$ cat config.mk
export PLATFORM = sky130hd
export DESIGN_NAME = seg_msg_sequencer_flat
export DESIGN_NICKNAME = d
export VERILOG_FILES = /design/src/rtl/seg_msg_if.sv /design/src/rtl/seg_msg_sequencer.sv /design/src/flat_wrapper.sv
export SDC_FILE = /design/constraint.sdc
export NUM_CORES = 1
export LEC_CHECK = 0
export ABC_AREA = 0
export CAP_MARGIN = 10
export CORE_ASPECT_RATIO = 0.9
export CORE_MARGIN = 3
export CORE_UTILIZATION = 30
export CTS_BUF_LIST = sky130_fd_sc_hd__clkbuf_4 sky130_fd_sc_hd__clkbuf_8
export CTS_CLUSTER_SIZE = 12
export DETAILED_ROUTE_END_ITERATION = 16
export PLACE_DENSITY = 0.45
export SYNTH_ARGS = -nofsm -noshare
export SYNTH_HDL_FRONTEND = slang
export SYNTH_SLANG_ARGS = --single-unit
$ cat constraint.sdc
create_clock -name clk -period 3.6 [get_ports clk]
set_input_delay 0.72 -clock clk [delete_from_list [all_inputs] [get_ports clk]]
set_output_delay 0.72 -clock clk [all_outputs]
set_load 0.005 [all_outputs]
$ cat src/rtl/seg_msg_if.sv
// Load/control and display-drive bundle for seg_msg_sequencer.
// The master side is the controller; the slave side is the sequencer.
interface seg_msg_if #(
  parameter int AW      = 4,
  parameter int PRESC_W = 16
);
  logic               wr_en;
  logic [AW-1:0]      wr_addr;
  logic [7:0]         wr_data;
  logic               wr_ready;
  logic               start;
  logic               stop;
  logic               pause;
  logic [1:0]         mode;
  logic [AW-1:0]      last;
  logic [PRESC_W-1:0] presc;
  logic [7:0]         seg_out;
  logic [AW-1:0]      index;
  logic               busy;
  logic               done;

  modport master (
    output wr_en, wr_addr, wr_data, start, stop, pause, mode, last, presc,
    input  wr_ready, seg_out, index, busy, done
  );

  modport slave (
    input  wr_en, wr_addr, wr_data, start, stop, pause, mode, last, presc,
    output wr_ready, seg_out, index, busy, done
  );
endinterface

$ cat src/rtl/seg_msg_sequencer.sv
// Seven-segment message sequencer: writable pattern memory played out on {dp,a..g}
// with loop, one-shot, bounce and reverse modes, programmable dwell, pause and stop.
module seg_msg_sequencer #(
  parameter int DEPTH   = 16,
  parameter int PRESC_W = 16
) (
  input logic    clk,
  input logic    rst,
  seg_msg_if.slave bus
);
  localparam int AW = $clog2(DEPTH);

  typedef enum logic {IDLE, RUN} state_t;

  state_t             state_reg;
  logic [1:0]         mode_reg;
  logic [AW-1:0]      last_reg;
  logic [PRESC_W-1:0] presc_reg;
  logic [PRESC_W-1:0] count_reg;
  logic [AW-1:0]      index_reg;
  logic               down_reg;
  logic [7:0]         seg_reg;
  logic               done_reg;

  logic [7:0]         mem [DEPTH];

  logic               wr_accept;
  logic [AW-1:0]      first_idx;
  logic [7:0]         first_seg;
  logic [AW-1:0]      step_idx;
  logic               step_down;

  assign wr_accept = bus.wr_en && (state_reg == IDLE);

  // Cleared on reset so a replay after reset shows blanks, hence plain registers.
  always_ff @(posedge clk) begin
    if (rst) begin
      for (int i = 0; i < DEPTH; i++) mem[i] <= 8'h00;
    end else if (wr_accept) begin
      mem[bus.wr_addr] <= bus.wr_data;
    end
  end

  always_comb begin
    first_idx = (bus.mode == 2'b11) ? bus.last : '0;
    // A write landing on the first entry in the start cycle is shown immediately.
    first_seg = (wr_accept && bus.wr_addr == first_idx) ? bus.wr_data : mem[first_idx];

    step_idx  = index_reg + AW'(1);
    step_down = down_reg;
    case (mode_reg)
      2'b00: step_idx = (index_reg == last_reg) ? '0 : index_reg + AW'(1);
      2'b01: step_idx = index_reg + AW'(1);
      2'b10: begin
        if (last_reg == '0) begin
          step_idx  = '0;
          step_down = 1'b0;
        end else if (!down_reg) begin
          if (index_reg == last_reg) begin
            step_idx  = index_reg - AW'(1);
            step_down = 1'b1;
          end else begin
            step_idx = index_reg + AW'(1);
          end
        end else begin
          if (index_reg == '0) begin
            step_idx  = index_reg + AW'(1);
            step_down = 1'b0;
          end else begin
            step_idx = index_reg - AW'(1);
          end
        end
      end
      default: step_idx = (index_reg == '0) ? last_reg : index_reg - AW'(1);
    endcase
  end

  always_ff @(posedge clk) begin
    if (rst) begin
      state_reg <= IDLE;
      mode_reg  <= 2'b00;
      last_reg  <= '0;
      presc_reg <= '0;
      count_reg <= '0;
      index_reg <= '0;
      down_reg  <= 1'b0;
      seg_reg   <= 8'h00;
      done_reg  <= 1'b0;
    end else begin
      done_reg <= 1'b0;
      if (bus.stop) begin
        state_reg <= IDLE;
        count_reg <= '0;
        index_reg <= '0;
        down_reg  <= 1'b0;
        seg_reg   <= 8'h00;
      end else if (bus.start) begin
        mode_reg  <= bus.mode;
        last_reg  <= bus.last;
        presc_reg <= bus.presc;
        count_reg <= '0;
        down_reg  <= (bus.mode == 2'b11);
        index_reg <= first_idx;
        seg_reg   <= first_seg;
        state_reg <= RUN;
      end else if (state_reg == RUN && !bus.pause) begin
        if (count_reg != presc_reg) begin
          count_reg <= count_reg + PRESC_W'(1);
        end else begin
          count_reg <= '0;
          if (mode_reg == 2'b01 && index_reg == last_reg) begin
            state_reg <= IDLE;
            index_reg <= '0;
            seg_reg   <= 8'h00;
            done_reg  <= 1'b1;
          end else begin
            index_reg <= step_idx;
            down_reg  <= step_down;
            seg_reg   <= mem[step_idx];
          end
        end
      end
    end
  end

  assign bus.wr_ready = (state_reg == IDLE);
  assign bus.busy     = (state_reg == RUN);
  assign bus.seg_out  = seg_reg;
  assign bus.index    = index_reg;
  assign bus.done     = done_reg;
endmodule

$ cat src/flat_wrapper.sv
// flat-port wrapper written by rule: the top's interface ports become plain ports
module seg_msg_sequencer_flat 
#(
  parameter int DEPTH   = 16,
  parameter int PRESC_W = 16
)
  (clk, rst, bus_wr_en, bus_wr_addr, bus_wr_data, bus_start, bus_stop, bus_pause, bus_mode, bus_last, bus_presc, bus_wr_ready, bus_seg_out, bus_index, bus_busy, bus_done);
  seg_msg_if #(.AW((4)), .PRESC_W(PRESC_W)) bus_i ();
  input logic clk;
  input logic rst;
  input wire logic [$bits(bus_i.wr_en)-1:0] bus_wr_en;
  input wire logic [$bits(bus_i.wr_addr)-1:0] bus_wr_addr;
  input wire logic [$bits(bus_i.wr_data)-1:0] bus_wr_data;
  input wire logic [$bits(bus_i.start)-1:0] bus_start;
  input wire logic [$bits(bus_i.stop)-1:0] bus_stop;
  input wire logic [$bits(bus_i.pause)-1:0] bus_pause;
  input wire logic [$bits(bus_i.mode)-1:0] bus_mode;
  input wire logic [$bits(bus_i.last)-1:0] bus_last;
  input wire logic [$bits(bus_i.presc)-1:0] bus_presc;
  output wire logic [$bits(bus_i.wr_ready)-1:0] bus_wr_ready;
  output wire logic [$bits(bus_i.seg_out)-1:0] bus_seg_out;
  output wire logic [$bits(bus_i.index)-1:0] bus_index;
  output wire logic [$bits(bus_i.busy)-1:0] bus_busy;
  output wire logic [$bits(bus_i.done)-1:0] bus_done;
  assign bus_i.wr_en = bus_wr_en;
  assign bus_i.wr_addr = bus_wr_addr;
  assign bus_i.wr_data = bus_wr_data;
  assign bus_i.start = bus_start;
  assign bus_i.stop = bus_stop;
  assign bus_i.pause = bus_pause;
  assign bus_i.mode = bus_mode;
  assign bus_i.last = bus_last;
  assign bus_i.presc = bus_presc;
  assign bus_wr_ready = bus_i.wr_ready;
  assign bus_seg_out = bus_i.seg_out;
  assign bus_index = bus_i.index;
  assign bus_busy = bus_i.busy;
  assign bus_done = bus_i.done;
  seg_msg_sequencer #(.DEPTH(DEPTH), .PRESC_W(PRESC_W)) u_core (.clk(clk), .rst(rst), .bus(bus_i));
endmodule
# After elaboration in Yosys (flattened, before gate mapping)
# Memory sizes are Yosys's and may differ from the RTL's.
# Index checks and enable logic that the tools add are counted.
# W data, S select, Z words.
[word_totals]
romBits = 0
ff_bits = 53
memories = 1
input_bits = 40
elab_cells = 83
latchBits = 0
ramBits = 128
[op_classes]
n_mux = 40
eq_ne = 8
order_cmp = 0
reduce_logical = 19
div = 0
bitwise = 3
n_mul = 0
n_addsub = 3
shifts = 0
[mem_list]
columns = ["name", "words", "width", "rd", "rd_ports_with_merged_regs", "write_ports", "line_no", "text"]
rows = [
  ["u_core.mem", 16, 8, 2, 0, 16, "seg_msg_sequencer.sv:25", "logic [7:0] mem [DEPTH];"],
]
[op_table]
columns = ["operator", "count"]
rows = [
  ["$mux W4", 12],
  ["$mux W8", 6],
  ["$mux W1", 20],
  ["$add A16 B1 Y16 const B", 1],
  ["$mux W16", 1],
  ["$ne A16 B16 Y1", 1],
  ["$pmux W4 S3", 1],
  ["$eq A4 B4 Y1", 2],
  ["$logic_not A4 Y1", 2],
  ["$reduce_or A8 Y1", 1],
  ["$reduce_bool A2 Y1", 3],
  ["$reduce_or A5 Y1", 1],
  ["$add A4 B1 Y4 const B", 1],
  ["$eq A2 B2 Y1 const B", 2],
  ["$logic_and A1 B1 Y1", 4],
  ["$ne A2 B2 Y1 const B", 2],
  ["$reduce_and A2 Y1", 2],
  ["$reduce_and A4 Y1", 1],
  ["$sub A4 B1 Y4 const B", 1],
  ["$not A1 Y1", 3],
  ["$reduce_and A3 Y1", 1],
  ["$reduce_or A3 Y1", 1],
  ["$eq A2 B1 Y1 const B", 1],
  ["$logic_not A2 Y1", 1],
  ["other kinds (2)", 2],
]

# Longest topological paths before layout
# Gate-level depths: netlist of the first run.
# An unclocked memory read counts as a cell.
[depth]
word_depth = 10
mapped_depth = 12
depth_no_buf = 10

# Worst setup path before layout of the first run
# OpenSTA, ideal clock, no wires.
[synth_path]
kind = "register to register"
start = "reg u_core.index_reg[0], in the netlist u_core.bus.index[0]"
end = "reg u_core.seg_reg[6], in the netlist u_core.bus.seg_out[6]"
stages_incl_launch_ff = 12
slack_ps = 604
arrival_ps = 2877
setup_time_ps = 120
required_ps = 3480
cell_sequence = "dfxtp_1 inv_1 ha_1 nor3b_1 mux2i_1 a22oi_1 a31oi_2 buf_4 buf_2 mux4_2 a21oi_1 a21oi_1"
[synth_via]
elab_chain_cells = 10
elab_cells_between_ends = 17
[synth_lines]
columns = ["element", "line_no", "text"]
rows = [
  ["from (decl)", "seg_msg_sequencer.sv:20", "logic [AW-1:0] index_reg;"],
  ["from (signal assigned)", "seg_msg_sequencer.sv:103", "index_reg <= first_idx;"],
  ["from (signal assigned)", "seg_msg_sequencer.sv:117", "index_reg <= step_idx;"],
  ["$add A4 B1 Y4, or another cell as far along", "-", ""],
  ["$mux W4 (on tied branches)", "seg_msg_sequencer.sv:59, seg_msg_sequencer.sv:66", ""],
  ["$mux W4", "seg_msg_sequencer.sv:58", "end else if (!down_reg) begin"],
  ["$mux W4", "seg_msg_sequencer.sv:55", "if (last_reg == '0) begin"],
  ["$pmux W4 S3", "seg_msg_sequencer.sv:51", "case (mode_reg)"],
  ["$mem_v2 Z16 W8", "-", ""],
  ["$mux W8 *", "seg_msg_sequencer.sv:111", "if (mode_reg == 2'b01 && index_reg == last_reg) begin"],
  ["$mux W8 *", "seg_msg_sequencer.sv:107", "if (count_reg != presc_reg) begin"],
  ["$mux W8 *", "seg_msg_sequencer.sv:106", "end else if (state_reg == RUN && !bus.pause) begin"],
  ["$mux W8 *", "seg_msg_sequencer.sv:97", "end else if (bus.start) begin"],
  ["to (signal assigned)", "seg_msg_sequencer.sv:104", "seg_reg <= first_seg;"],
  ["to (signal assigned)", "seg_msg_sequencer.sv:119", "seg_reg <= mem[step_idx];"],
  ["to (decl)", "seg_msg_sequencer.sv:22", "logic [7:0] seg_reg;"],
]
# Mark *: on every way between the ends. The rest lies on a longest branch, timed or not. The select of a mux whose other input is x is not followed.
# A chain may end at the register's enable or synchronous reset.

# Worst setup path after layout of the first run
[layout_path]
start = "reg u_core.index_reg[3], in the netlist u_core.bus.index[3]"
end = "reg u_core.seg_reg[7], in the netlist u_core.bus.seg_out[7]"
# Same word-level chain as after synthesis.

==> results of run 1 <==
## cells in the final DEF, fill, tap and decap left out, types with 9 or more instances in the layout
| cell | instances |
|---|---|
| sky130_fd_sc_hd__nand3_1 | 9 |
| sky130_fd_sc_hd__and2_1 | 21 |
| sky130_fd_sc_hd__nor4_1 | 33 |
| sky130_fd_sc_hd__a21oi_1 | 54 |
| sky130_fd_sc_hd__edfxtp_1 | 128 |
| sky130_fd_sc_hd__clkbuf_8 | 17 |
| sky130_fd_sc_hd__nor3_1 | 101 |
| sky130_fd_sc_hd__nand2_1 | 96 |
| sky130_fd_sc_hd__buf_4 | 66 |
| sky130_fd_sc_hd__a211oi_1 | 25 |
| sky130_fd_sc_hd__nor2_1 | 47 |
| sky130_fd_sc_hd__a311oi_1 | 11 |
| sky130_fd_sc_hd__dfxtp_1 | 53 |
| sky130_fd_sc_hd__xnor2_1 | 17 |
| sky130_fd_sc_hd__mux4_2 | 44 |
| sky130_fd_sc_hd__o21ai_0 | 32 |
| sky130_fd_sc_hd__xor2_1 | 23 |
| sky130_fd_sc_hd__clkdlybuf4s50_1 | 53 |
## cell families (layout without fill, tap and decap cells)
logic type / Yosys count / in the layout / share of synthesized area
xor gates and xnor gates: 41 / 41 / 0.0375
adders and majority gates: 3 / 3 / 0.00384
DFF: 181 / 181 / 0.501
buffers and inverters: 99 / 171 / 0.0424
muxes: 55 / 55 / 0.119
and+or+nand+nor: 350 / 350 / 0.181
AOI/OAI and AO/OA: 170 / 170 / 0.115
## power by group
group	internal [uW]	total, uW	leakage, uW	switching, uW
Sequential	2310	2370	0.00173	62.5
Clock	578	1440	0.000193	861
Combinational	346	757	0.00186	411
Total	3230	4560	0.00379	1330
## layer usage
layer / track usage / up-vias
met5: 0 / -
met4: 0.0407 / 0
met3: 0.0298 / 19
met2: 0.271 / 258
met1: 0.270 / 3861
li1: - / 3558
## repair_timing
action / 4_1_cts / 5_1_grt
endpoints found under the setup margin: 0 / 1
gates resized for setup: 0 / 1
endpoints found under the hold margin: 0 / 0
## how the worst max path moves through the flow
| stage | to | slack (ns) | cells after the start |
|---|---|---|---|
| after global routing | u_core.bus.seg_out[7] | 0.17 | 11 |
| final | u_core.bus.seg_out[7] | 0.37 | 9 |
| after global placement | u_core.bus.seg_out[0] | 0.35 | 11 |
| after detailed placement | u_core.bus.seg_out[0] | 0.33 | 11 |
| after floorplan | u_core.bus.seg_out[6] | 0.60 | 11 |
| after CTS | u_core.bus.seg_out[7] | 0.29 | 11 |
## cell type report
type / instances / share of cell area
Clock inverter: 15 / 0.0141
Tap cell: 416 / 0.0454
Multi-Input combinational cell: 619 / 0.392
Timing Repair Buffer: 123 / 0.0952
Inverter: 16 / 0.00524
Clock buffer: 17 / 0.0204
Sequential cell: 181 / 0.428
## synth_stat cells, types with 4 or more instances
master / instances
sky130_fd_sc_hd__edfxtp_1: 128
sky130_fd_sc_hd__nor3_1: 101
sky130_fd_sc_hd__nand2_1: 96
sky130_fd_sc_hd__clkbuf_1: 66
sky130_fd_sc_hd__a21oi_1: 54
sky130_fd_sc_hd__dfxtp_1: 53
sky130_fd_sc_hd__nor2_1: 47
sky130_fd_sc_hd__mux4_2: 44
sky130_fd_sc_hd__nor4_1: 34
sky130_fd_sc_hd__o21ai_0: 32
sky130_fd_sc_hd__a211oi_1: 25
sky130_fd_sc_hd__xor2_1: 23
sky130_fd_sc_hd__and2_1: 21
sky130_fd_sc_hd__xnor2_1: 17
sky130_fd_sc_hd__a311oi_1: 11
sky130_fd_sc_hd__nand3_1: 9
sky130_fd_sc_hd__a221oi_1: 8
sky130_fd_sc_hd__a31oi_1: 8
sky130_fd_sc_hd__buf_1: 8
sky130_fd_sc_hd__clkinv_1: 8
sky130_fd_sc_hd__inv_1: 8
sky130_fd_sc_hd__nand4_1: 7
sky130_fd_sc_hd__mux2i_1: 6
sky130_fd_sc_hd__and3_1: 5
sky130_fd_sc_hd__nand2b_1: 5
sky130_fd_sc_hd__o211a_1: 5
sky130_fd_sc_hd__buf_2: 4
sky130_fd_sc_hd__mux4_1: 4
sky130_fd_sc_hd__nor3b_1: 4
sky130_fd_sc_hd__o31ai_1: 4
## critical path: stages, from the launching register on
cell,delay [ns]
sky130_fd_sc_hd__dfxtp_1,0.58
sky130_fd_sc_hd__xor2_1,0.19
sky130_fd_sc_hd__or4_4,0.57
sky130_fd_sc_hd__a211o_1,0.31
sky130_fd_sc_hd__a311oi_4,0.34
sky130_fd_sc_hd__buf_12,0.25
sky130_fd_sc_hd__mux4_1,0.33
sky130_fd_sc_hd__and2_1,0.17
sky130_fd_sc_hd__a221oi_1,0.22
sky130_fd_sc_hd__a31oi_1,0.12
## per-stage QoR
step	power, uW	utilization	cell area [sq um]
2_1_floorplan	2880	-	9790
3_3_place_gp	3180	0.345	11100
3_5_place_dp	3170	0.345	11100
4_1_cts	4600	0.358	11500
5_1_grt	4750	0.358	11500
6_report	4560	0.358	11500
==> metrics.log, run 1 <==
[metrics] Routed Antenna Nets: 0
[metrics] max frequency: 309 MHz
[metrics] count of standard-cell rows: 62
[metrics] sink of the worst hold path: u_core.presc_reg[6]
[metrics] maximum clock skew at final layout: 0.0147 ns
[metrics] total vias in the final route: 7696
[metrics] kind of path behind the tightest hold check: flip-flop to flip-flop
[metrics] count of placed standard cells including taps: 1355
[metrics] die area: 34800 sq um
[metrics] tightest hold margin: 0.476 ns
[metrics] Core Area: 32000 sq um
[metrics] number of cell instances on the worst register-to-register path: 9
[metrics] tightest slew margin relative to the limit: 0.384
[metrics] standby leakage power: 0.00379 uW
[metrics] top cell type by total area after synthesis: sky130_fd_sc_hd__edfxtp_1
[metrics] top cells by area in the synthesized netlist: sky130_fd_sc_hd__edfxtp_1 (39%), sky130_fd_sc_hd__dfxtp_1 (11%), sky130_fd_sc_hd__mux4_2 (10%)
[metrics] Tot GR Track Use: 0.179
[metrics] final-stage net count: 1001
[metrics] net count of the mapped netlist: 942
[metrics] total clock sinks: 181
[metrics] #FFs+latches synth: 181
[metrics] instance count along the most critical hold path: 2
[metrics] IR Drop Worst-Case VDD: 0.000222 V
[metrics] post-detail-place hpwl: 21600 um
[metrics] mean cell area of the mapped netlist: 10.9 sq um
[metrics] first-pass GRT wire length: 46900 um
[metrics] met3 routed wirelength: 1930 um
[metrics] total DRC errors in the routed layout: 0
[metrics] CP startpoint: u_core.bus.index[3]
[metrics] fraction of the cycle the final worst path needs: 0.898
[metrics] total inserted antenna cells: 0
[metrics] category of the worst setup path capture point: flip-flop
[metrics] kind of start point of the critical path: flip-flop
[metrics] overflow left after global routing: 0
[metrics] insertion delay of the later-clocked pin in the worst-skew pair: 0.48 ns
[metrics] worst r2r src: u_core.bus.index[3]
[metrics] maximum number of pins on one net before global-route repair: 40
[metrics] cell area after synthesis: 9790 sq um
[metrics] setup violators final: 0
[metrics] WL per Instance: 22.5 um
[metrics] Finished Layout Cells: 1387
[metrics] Unique masters post-synth: 66
[metrics] Critical R2R Capture: u_core.bus.seg_out[7]
[metrics] die boundary width: 196 um
[metrics] worst setup slack before clock tree synthesis: 0.331 ns
[metrics] Post-synth ARST share: 0
[metrics] kind of critical path: flip-flop to flip-flop
[metrics] Largest register FFs: 128
[metrics] RSZ-0062 raised after global routing: no
[metrics] starting utilization of the core area: 0.305
[metrics] maximum fanout along the worst path: 33
[metrics] data required time at the worst endpoint: 3.97 ns
[metrics] setup slack of the most critical reg-to-reg path: 0.37 ns
[metrics] overall die height: 177 um
[metrics] Clock Pin Slew Worst Setup and Hold Paths: 0.11 ns
[metrics] status: completed
[metrics] most instantiated flip-flop cell in the synthesis netlist: sky130_fd_sc_hd__edfxtp_1
[metrics] max layer used: met4
[metrics] maximum root-to-sink buffer count: 2
[metrics] number of search-and-repair iterations in the first detailed-routing pass: 5
[metrics] Syn. warnings: 0
[metrics] final worst path period need: 3.23 ns
[metrics] length of routed wiring on met1: 15100 um
[metrics] Ports: 55
[metrics] final count of pins violating max slew: 0
[metrics] Total Wirelength: 31300 um
[metrics] gate count after technology mapping: 899
[metrics] Worst EP arrival: 3.60 ns
[metrics] total power density per cell area: 398 nW/um^2
[metrics] routed wire length on met2: 13900 um
[metrics] proportion of layout cells with a drive suffix above 1: 0.166
[metrics] cts bufs inserted: 17
[metrics] RD Place Congestion: 0.804
[metrics] number of buffers added for setup after CTS: 0
[metrics] Avg Vias per Cell: 5.55
[metrics] CTS tree: yes
[metrics] clk root buf: sky130_fd_sc_hd__clkbuf_8
[metrics] Synth-to-Final Area Change: 17.1%
[metrics] number of global-route vias before repair: 7250
[metrics] filler instances: 3187
[metrics] multi-input gate area in the final layout: 4490 sq um
[metrics] Total Neg Setup Slack: 0 ns
[metrics] final hold violation count: 0
[metrics] antenna violations before repair: 1
[metrics] origin of the worst min-delay path: u_core.presc_reg[6]
[metrics] share of the yosys chip area belonging to registers: 0.501
[metrics] share of the synthesized area in the top cell type: 0.393
[metrics] Final Worst Setup Slack: 0.369 ns
[metrics] worst slew pin tran: 0.912 ns
[metrics] number of enable flip-flop cells after synthesis: 128
[metrics] port buffer count: 54
[metrics] combined flip-flop and latch cell area: 4900 sq um
[metrics] H-tree levels: 4
[metrics] cts hold-fix bufs: 0
[metrics] max_cap viols: 0
[metrics] iteration-0 DRC count of the detailed router: 761
(Power assumes the default switching activity.)
==> inputs of run 2 (changes only) <==
PLACE_DENSITY = not set   (was 0.45)
PLACE_DENSITY_LB_ADDON = 0.08   (was not set)
==> run 2 against run 1 <==
- global-route usage up 0.85 points
- sequential power about the same
- critical endpoint is now u_core.bus.seg_out[3]
- combinational power up 1%
- register-to-register slack worse by 0.05 ns
- count of clock-buffer cells in the layout up 3
- design area up 0.25%
- worst hold slack worse by 0.0013 ns
- fmax down 1.5%
- die area unchanged
- routed wire length up 3.5%
- non-clock buffer count up 4
==> metrics.log, run 2 (synthesis gave the netlist of run 1 again) <==
[metrics] number of buffers added for setup after CTS: 0
[metrics] category of the worst setup path capture point: flip-flop
[metrics] kind of critical path: flip-flop to flip-flop
[metrics] Total Wirelength: 32300 um
[metrics] insertion delay of the later-clocked pin in the worst-skew pair: 0.48 ns
[metrics] cell with the largest stage delay on the worst path: sky130_fd_sc_hd__dfxtp_1
[metrics] RSZ-0062 raised after global routing: no
[metrics] power share of the combinational group: 0.166
[metrics] Largest register FFs: 128
[metrics] most frequent cells in the layout: sky130_fd_sc_hd__edfxtp_1 (128), sky130_fd_sc_hd__nor3_1 (101), sky130_fd_sc_hd__nand2_1 (96)
[metrics] final count of pins violating max slew: 0
[metrics] max frequency: 305 MHz
[metrics] standby leakage power: 0.00380 uW
[metrics] clk root buf: sky130_fd_sc_hd__clkbuf_8
[metrics] count of standard-cell rows: 62
[metrics] Switching Power: 1300 uW
[metrics] final-stage net count: 1005
[metrics] post-detail-place hpwl: 23100 um
[metrics] iteration-0 DRC count of the detailed router: 682
[metrics] starting utilization of the core area: 0.305
[metrics] total clock sinks: 181
[metrics] worst slew pin tran: 1.04 ns
[metrics] total vias in the final route: 7618
[metrics] Worst EP arrival: 3.64 ns
[metrics] status: completed
[metrics] Routed Antenna Nets: 0
[metrics] maximum number of pins on one net before global-route repair: 37
[metrics] Post-CTS Resized: 0
[metrics] Synth-to-Final Area Change: 17.4%
[metrics] total inserted antenna cells: 0
[metrics] Tot GR Track Use: 0.188
[metrics] tightest slew margin relative to the limit: 0.307
[metrics] kind of start point of the critical path: flip-flop
[metrics] Critical Path, Cell by Cell: inv_1 > ha_1 > or3b_1 > nor4b_1 > a211o_1 > a311oi_4 > buf_12 > mux4_2 > and2_1 > a221oi_1 > a31oi_1
[metrics] overall power of the completed layout: 4610 uW
[metrics] Total Neg Setup Slack: 0 ns
[metrics] setup violators final: 0
[metrics] most common cell after layout, fill and taps aside: sky130_fd_sc_hd__edfxtp_1
[metrics] proportion of layout cells with a drive suffix above 1: 0.168
[metrics] share of total power in the clock network: 0.320
[metrics] cts bufs inserted: 17
[metrics] number of search-and-repair iterations in the first detailed-routing pass: 5
[metrics] IR Drop Worst-Case VDD: 0.000215 V
[metrics] max_cap viols: 0
[metrics] overflow left after global routing: 0
[metrics] kind of path behind the tightest hold check: flip-flop to flip-flop
[metrics] maximum clock skew at final layout: 0.0156 ns
[metrics] port buffer count: 54
[metrics] data required time at the worst endpoint: 3.96 ns
[metrics] Avg Vias per Cell: 5.48
[metrics] die area: 34800 sq um
[metrics] antenna violations before repair: 0
[metrics] CP max stage delay: 0.53 ns
[metrics] Ports: 55
[metrics] Core Area: 32000 sq um
[metrics] total DRC errors in the routed layout: 0
[metrics] maximum fanout along the worst path: 33
[metrics] sequential group share of total power: 0.514
[metrics] fraction of the cycle the final worst path needs: 0.911
[metrics] first-pass GRT wire length: 49300 um
[metrics] CTS tree: yes
[metrics] die boundary width: 196 um
[metrics] RD Place Congestion: 0.803
[metrics] cts hold-fix bufs: 0
[metrics] number of global-route vias before repair: 7520
[metrics] total power density per cell area: 401 nW/um^2
[metrics] tightest hold margin: 0.475 ns
[metrics] overall die height: 177 um
[metrics] H-tree levels: 4
[metrics] final worst path period need: 3.28 ns
[metrics] maximum root-to-sink buffer count: 2
[metrics] internal power: 3310 uW
[metrics] Clock Pin Slew Worst Setup and Hold Paths: 0.11 ns
[metrics] switching part of the total: 0.283
[metrics] WL per Instance: 23.2 um
[metrics] final hold violation count: 0
run 2: cell types whose count changed in the layout (fill, tap and decap cells not counted):
cell                         change
sky130_fd_sc_hd__clkinvlp_4      +2
sky130_fd_sc_hd__inv_8           -3
sky130_fd_sc_hd__bufinv_16       +1
sky130_fd_sc_hd__nor3b_2         -1
sky130_fd_sc_hd__inv_6           +1
sky130_fd_sc_hd__clkinv_4        -2
sky130_fd_sc_hd__clkinv_8        -1
sky130_fd_sc_hd__clkbuf_4        +3
sky130_fd_sc_hd__clkinvlp_2      -1
sky130_fd_sc_hd__nor3b_1         +1
sky130_fd_sc_hd__buf_4           +4
run 2: worst max-delay path, delay by kind of cell (launching register included):
kind,cells,cell delay (ns)
flip-flops,1,0.53
adder cells (fa/ha/maj),1,0.24
buffers and inverters,2,0.39
AO/OA/AOI/OAI,4,1.09
multiplexers,1,0.33
AND/OR/NAND/NOR,3,0.58
run 2: cell type report:
class / instances / area (sq um)
fill: 3257 / 20500
sequential: 181 / 4900
multi-input combinational: 619 / 4480
timing repair buffer: 127 / 1120
tap: 416 / 520
clock buffer: 20 / 256
clock inverter: 12 / 143
inverter: 16 / 60.1
run 2: worst paths after layout:
path | start | to | slack, ns | depth (start not counted)
setup / recovery | u_core.bus.index[0] | u_core.bus.seg_out[3] | 0.32 | 11
hold / removal | u_core.presc_reg[0] | u_core.presc_reg[0] | 0.47 | 2
setup reg to reg | u_core.bus.index[0] | u_core.bus.seg_out[3] | 0.32 | 11
hold reg to reg | u_core.presc_reg[0] | u_core.presc_reg[0] | 0.47 | 2
run 2: power groups by stage:
| stage | registers (uW) | clock network (uW) | logic (uW) |
|---|---|---|---|
| 2_1_floorplan | 2380 | 0 | 495 |
| 3_3_place_gp | 2420 | 0 | 777 |
| 3_5_place_dp | 2420 | 0 | 774 |
| 4_1_cts | 2370 | 1530 | 778 |
| 5_1_grt | 2380 | 1590 | 831 |
| 6_report | 2370 | 1480 | 766 |
run 2: routing by layer:
metal	global-route usage	up-vias	routed length [um]
met3	0.0313	30	1410
met4	0.0428	0	456
met2	0.294	190	14600
met1	0.274	3845	15800
li1	-	3553	-
met5	0	-	0
run 2: stage by stage:
| stage | cell area, sq um | worst slack [ns] | std cells | util |
|---|---|---|---|---|
| after floorplan | 9790 | 0.604 | 899 | - |
| after global placement | 11100 | 0.363 | 1359 | 0.346 |
| after detailed placement | 11100 | 0.345 | 1359 | 0.346 |
| after CTS | 11500 | 0.324 | 1391 | 0.359 |
| after global routing | 11500 | 0.120 | 1391 | 0.359 |
| final | 11500 | 0.319 | 1391 | 0.359 |
==> RTL edit (flow settings as in run 2) <==
`PRESC_W` is set to 16 in 3 places; all go to 18.
--- a/src/rtl/seg_msg_if.sv
+++ b/src/rtl/seg_msg_if.sv
@@ -2,7 +2,7 @@
 // The master side is the controller; the slave side is the sequencer.
 interface seg_msg_if #(
   parameter int AW      = 4,
-  parameter int PRESC_W = 16
+  parameter int PRESC_W = 18
 );
   logic               wr_en;
   logic [AW-1:0]      wr_addr;
--- a/src/rtl/seg_msg_sequencer.sv
+++ b/src/rtl/seg_msg_sequencer.sv
@@ -2,7 +2,7 @@
 // with loop, one-shot, bounce and reverse modes, programmable dwell, pause and stop.
 module seg_msg_sequencer #(
   parameter int DEPTH   = 16,
-  parameter int PRESC_W = 16
+  parameter int PRESC_W = 18
 ) (
   input logic    clk,
   input logic    rst,
--- a/src/flat_wrapper.sv
+++ b/src/flat_wrapper.sv
@@ -2,7 +2,7 @@
 module seg_msg_sequencer_flat 
 #(
   parameter int DEPTH   = 16,
-  parameter int PRESC_W = 16
+  parameter int PRESC_W = 18
 )
   (clk, rst, bus_wr_en, bus_wr_addr, bus_wr_data, bus_start, bus_stop, bus_pause, bus_mode, bus_last, bus_presc, bus_wr_ready, bus_seg_out, bus_index, bus_busy, bus_done);
   seg_msg_if #(.AW((4)), .PRESC_W(PRESC_W)) bus_i ();
Ports: changed (resized bus_presc); port bits go from 55 to 57. The function was not compared with the original's and may differ.
==> RTL edit against run 2 <==
- area after synthesis grew 9.2%
- total power fell by 1.6%
- non-clock buffer count shrank 22
- maximum frequency increased by 4.2%
- critical path depth is 1 lower
- design area rose by 5.6%
- routed wire length rose by 6.0%
- largest power group unchanged
- setup slack improved by 0.13 ns
- sequential cell count increased by 4
- clock power fell by 3%
==> RTL edit: results (changes against run 2) <==
Outcome
  • Status: finished clean

GRT
  • Largest net degree at the start of global routing: 50 (+35%)
  • First-pass GRT wire length: 51300 um (+4.1%)
  • Vias in the first global route: 7664 (+1.9%)
  • Total routing usage reported by global routing: 18.6% (-0.21 points)
  • Initial antenna violation count: 1 (+1)
  • Gr ovfl total: 0 (unchanged)

Drt
  • Final wirelength: 34300 um (+6.0%)
  • Highest metal used: met4
  • DR WL met3: 1370 um (-2.7%)
  • Metal2 WL: 14500 um (-0.81%)
  • Router iterations before antenna repair: 6 (+1)
  • Wl on met1: 18000 um (+13%)
  • Via density per instance: 5.03 (-8.1%)
  • 1st-iter DRT viols: 600 (-12%)

Timing
  • Setup Skew: 0.0157 ns (+0.000154 ns)
  • Worst Tran Pin Value: 0.932 ns (-0.104 ns)

Synthesis
  • Ys flop type: edfxtp_1
  • Syn. warnings: 0 (unchanged)
  • Yosys cell types: 72 (+9.1%)
  • Commonest cells in the synthesized netlist: and2_1 (131), edfxtp_1 (128), nand2_1 (97)
  • Asr flop ratio synth: 0% (unchanged)
  • Syn Nets: 1068 (+13%)
  • Sequential share of the synthesized area: 46.7% (-3.5 points)
  • Area contributors post-synth: edfxtp_1 (36%), dfxtp_1 (11%), and2_1 (7.7%)
  • Post-synth EDFFs: 128 (unchanged)

Clock network
  • Clk buf depth: 2 (unchanged)
  • Clk slew on worst S/H paths: 0.09 ns (-0.02 ns)
  • Clk_lat worst skew: 0.50 ns (+0.02 ns)
  • Root Buffer: clkbuf_8
  • CTS Buf Count: 17 (unchanged)
  • Setup Buffers After CTS: 0 (unchanged)
  • # resized after CTS: 0 (unchanged)
  • CTS H-tree depth: 4 (unchanged)

Pwr
  • Max rail drop VDD: 0.209 mV (-2.5%)
  • Leakage: 4.45 nW (+17%)
  • Power Internal: 0.00330 W (-0.19%)

Setup path
  • Worst-path fanout max: 10 (-70%)
  • Worst Path Arrival: 3.53 ns (-0.11 ns)
  • Highest cell delay on the worst timing path: 0.46 ns (-0.07 ns)
  • Slowest stage cell, crit path: or3b_4

Layout
  • Fillcell total: 3447 (+5.8%)
  • Share of cells above drive strength 1: 14.0% (-2.8 points)
  • Max FFs per register: 128 (unchanged)

Placed design
  • Final GP Congestion: 0.839 (+4.5%)
  • DP Wirelength: 24800 um (+7.6%)
  • Port buffer count: 56 (+3.7%)

Min path
  • Tightest Hold Check Type: register to register
RTL edit: cell count changes after synthesis, sizes merged, moves of 12 or more:
cell    delta
a311oi    -12
nor2b     +19
mux2      +14
and2     +111
mux2i     +68
or2       +16
clkbuf    -18
a21oi     +32
nor3      -90
mux4      -34
nor4      -33
RTL edit: area by class of cell:
| cell class | count | share of cell area (%) |
|---|---|---|
| antenna | 4 | 0.0825 |
| tap | 462 | 4.76 |
| multi-input combinational | 757 | 42.7 |
| clock buffer | 21 | 2.33 |
| inverter | 7 | 0.217 |
| sequential | 185 | 41.1 |
| timing repair buffer | 105 | 7.94 |
| clock inverter | 10 | 0.845 |
RTL edit: kinds of logic after synthesis:
kind of cell    Yosys count  synth area share, %
compound gates          212                 13.2
flops                   185                 46.7
simple gates            399                 20.2
buf+inv                  81                 4.88
fa+ha+maj                 3                0.351
mux                     103                 11.5
xor+xnor                 40                 3.28
RTL edit: power groups by stage:
stage | clock network [W] | registers, W | logic (W)
2_1_floorplan | 0 | 0.00240 | 0.000493
3_3_place_gp | 0 | 0.00243 | 0.000728
3_5_place_dp | 0 | 0.00243 | 0.000727
4_1_cts | 0.00148 | 0.00238 | 0.000729
5_1_grt | 0.00154 | 0.00239 | 0.000785
6_report | 0.00143 | 0.00239 | 0.000722
RTL edit: path summary, 6_finish.rpt:
path	depth (start not counted)	slack [ns]	start	to
min reg2reg	2	0.47	u_core.presc_reg[7]	u_core.presc_reg[7]
min	2	0.47	u_core.presc_reg[7]	u_core.presc_reg[7]
max reg2reg	10	0.45	u_core.bus.index[1]	u_core.bus.seg_out[0]
max	10	0.45	u_core.bus.index[1]	u_core.bus.seg_out[0]
RTL edit: through the flow:
| step | worst slack (ns) | total power [W] | util [%] | instance area [um^2] | std cells |
|---|---|---|---|---|---|
| 6_report | 0.453 | 0.00454 | 35.2 | 12100 | 1551 |
| 5_1_grt | 0.269 | 0.00472 | 35.1 | 12100 | 1547 |
| 4_1_cts | 0.453 | 0.00459 | 35.1 | 12100 | 1547 |
| 3_5_place_dp | 0.180 | 0.00316 | 34.0 | 11700 | 1516 |
| 3_3_place_gp | 0.222 | 0.00316 | 34.0 | 11700 | 1516 |
| 2_1_floorplan | 0.643 | 0.00290 | - | 10700 | 1023 |
RTL edit: critical path, delay by kind of cell (launching register included):
kind / cells / cell delay, ns
compound gates: 5 / 1.09
fa+ha+maj: 1 / 0.24
buf+inv: 1 / 0.09
flops: 1 / 0.32
simple gates: 3 / 1.27
RTL edit: routing by layer:
layer	vias to the layer above	track usage, %
met3	24	2.81
met2	155	27.3
li1	3807	-
met4	0	4.48
met5	-	0
met1	3817	28.6
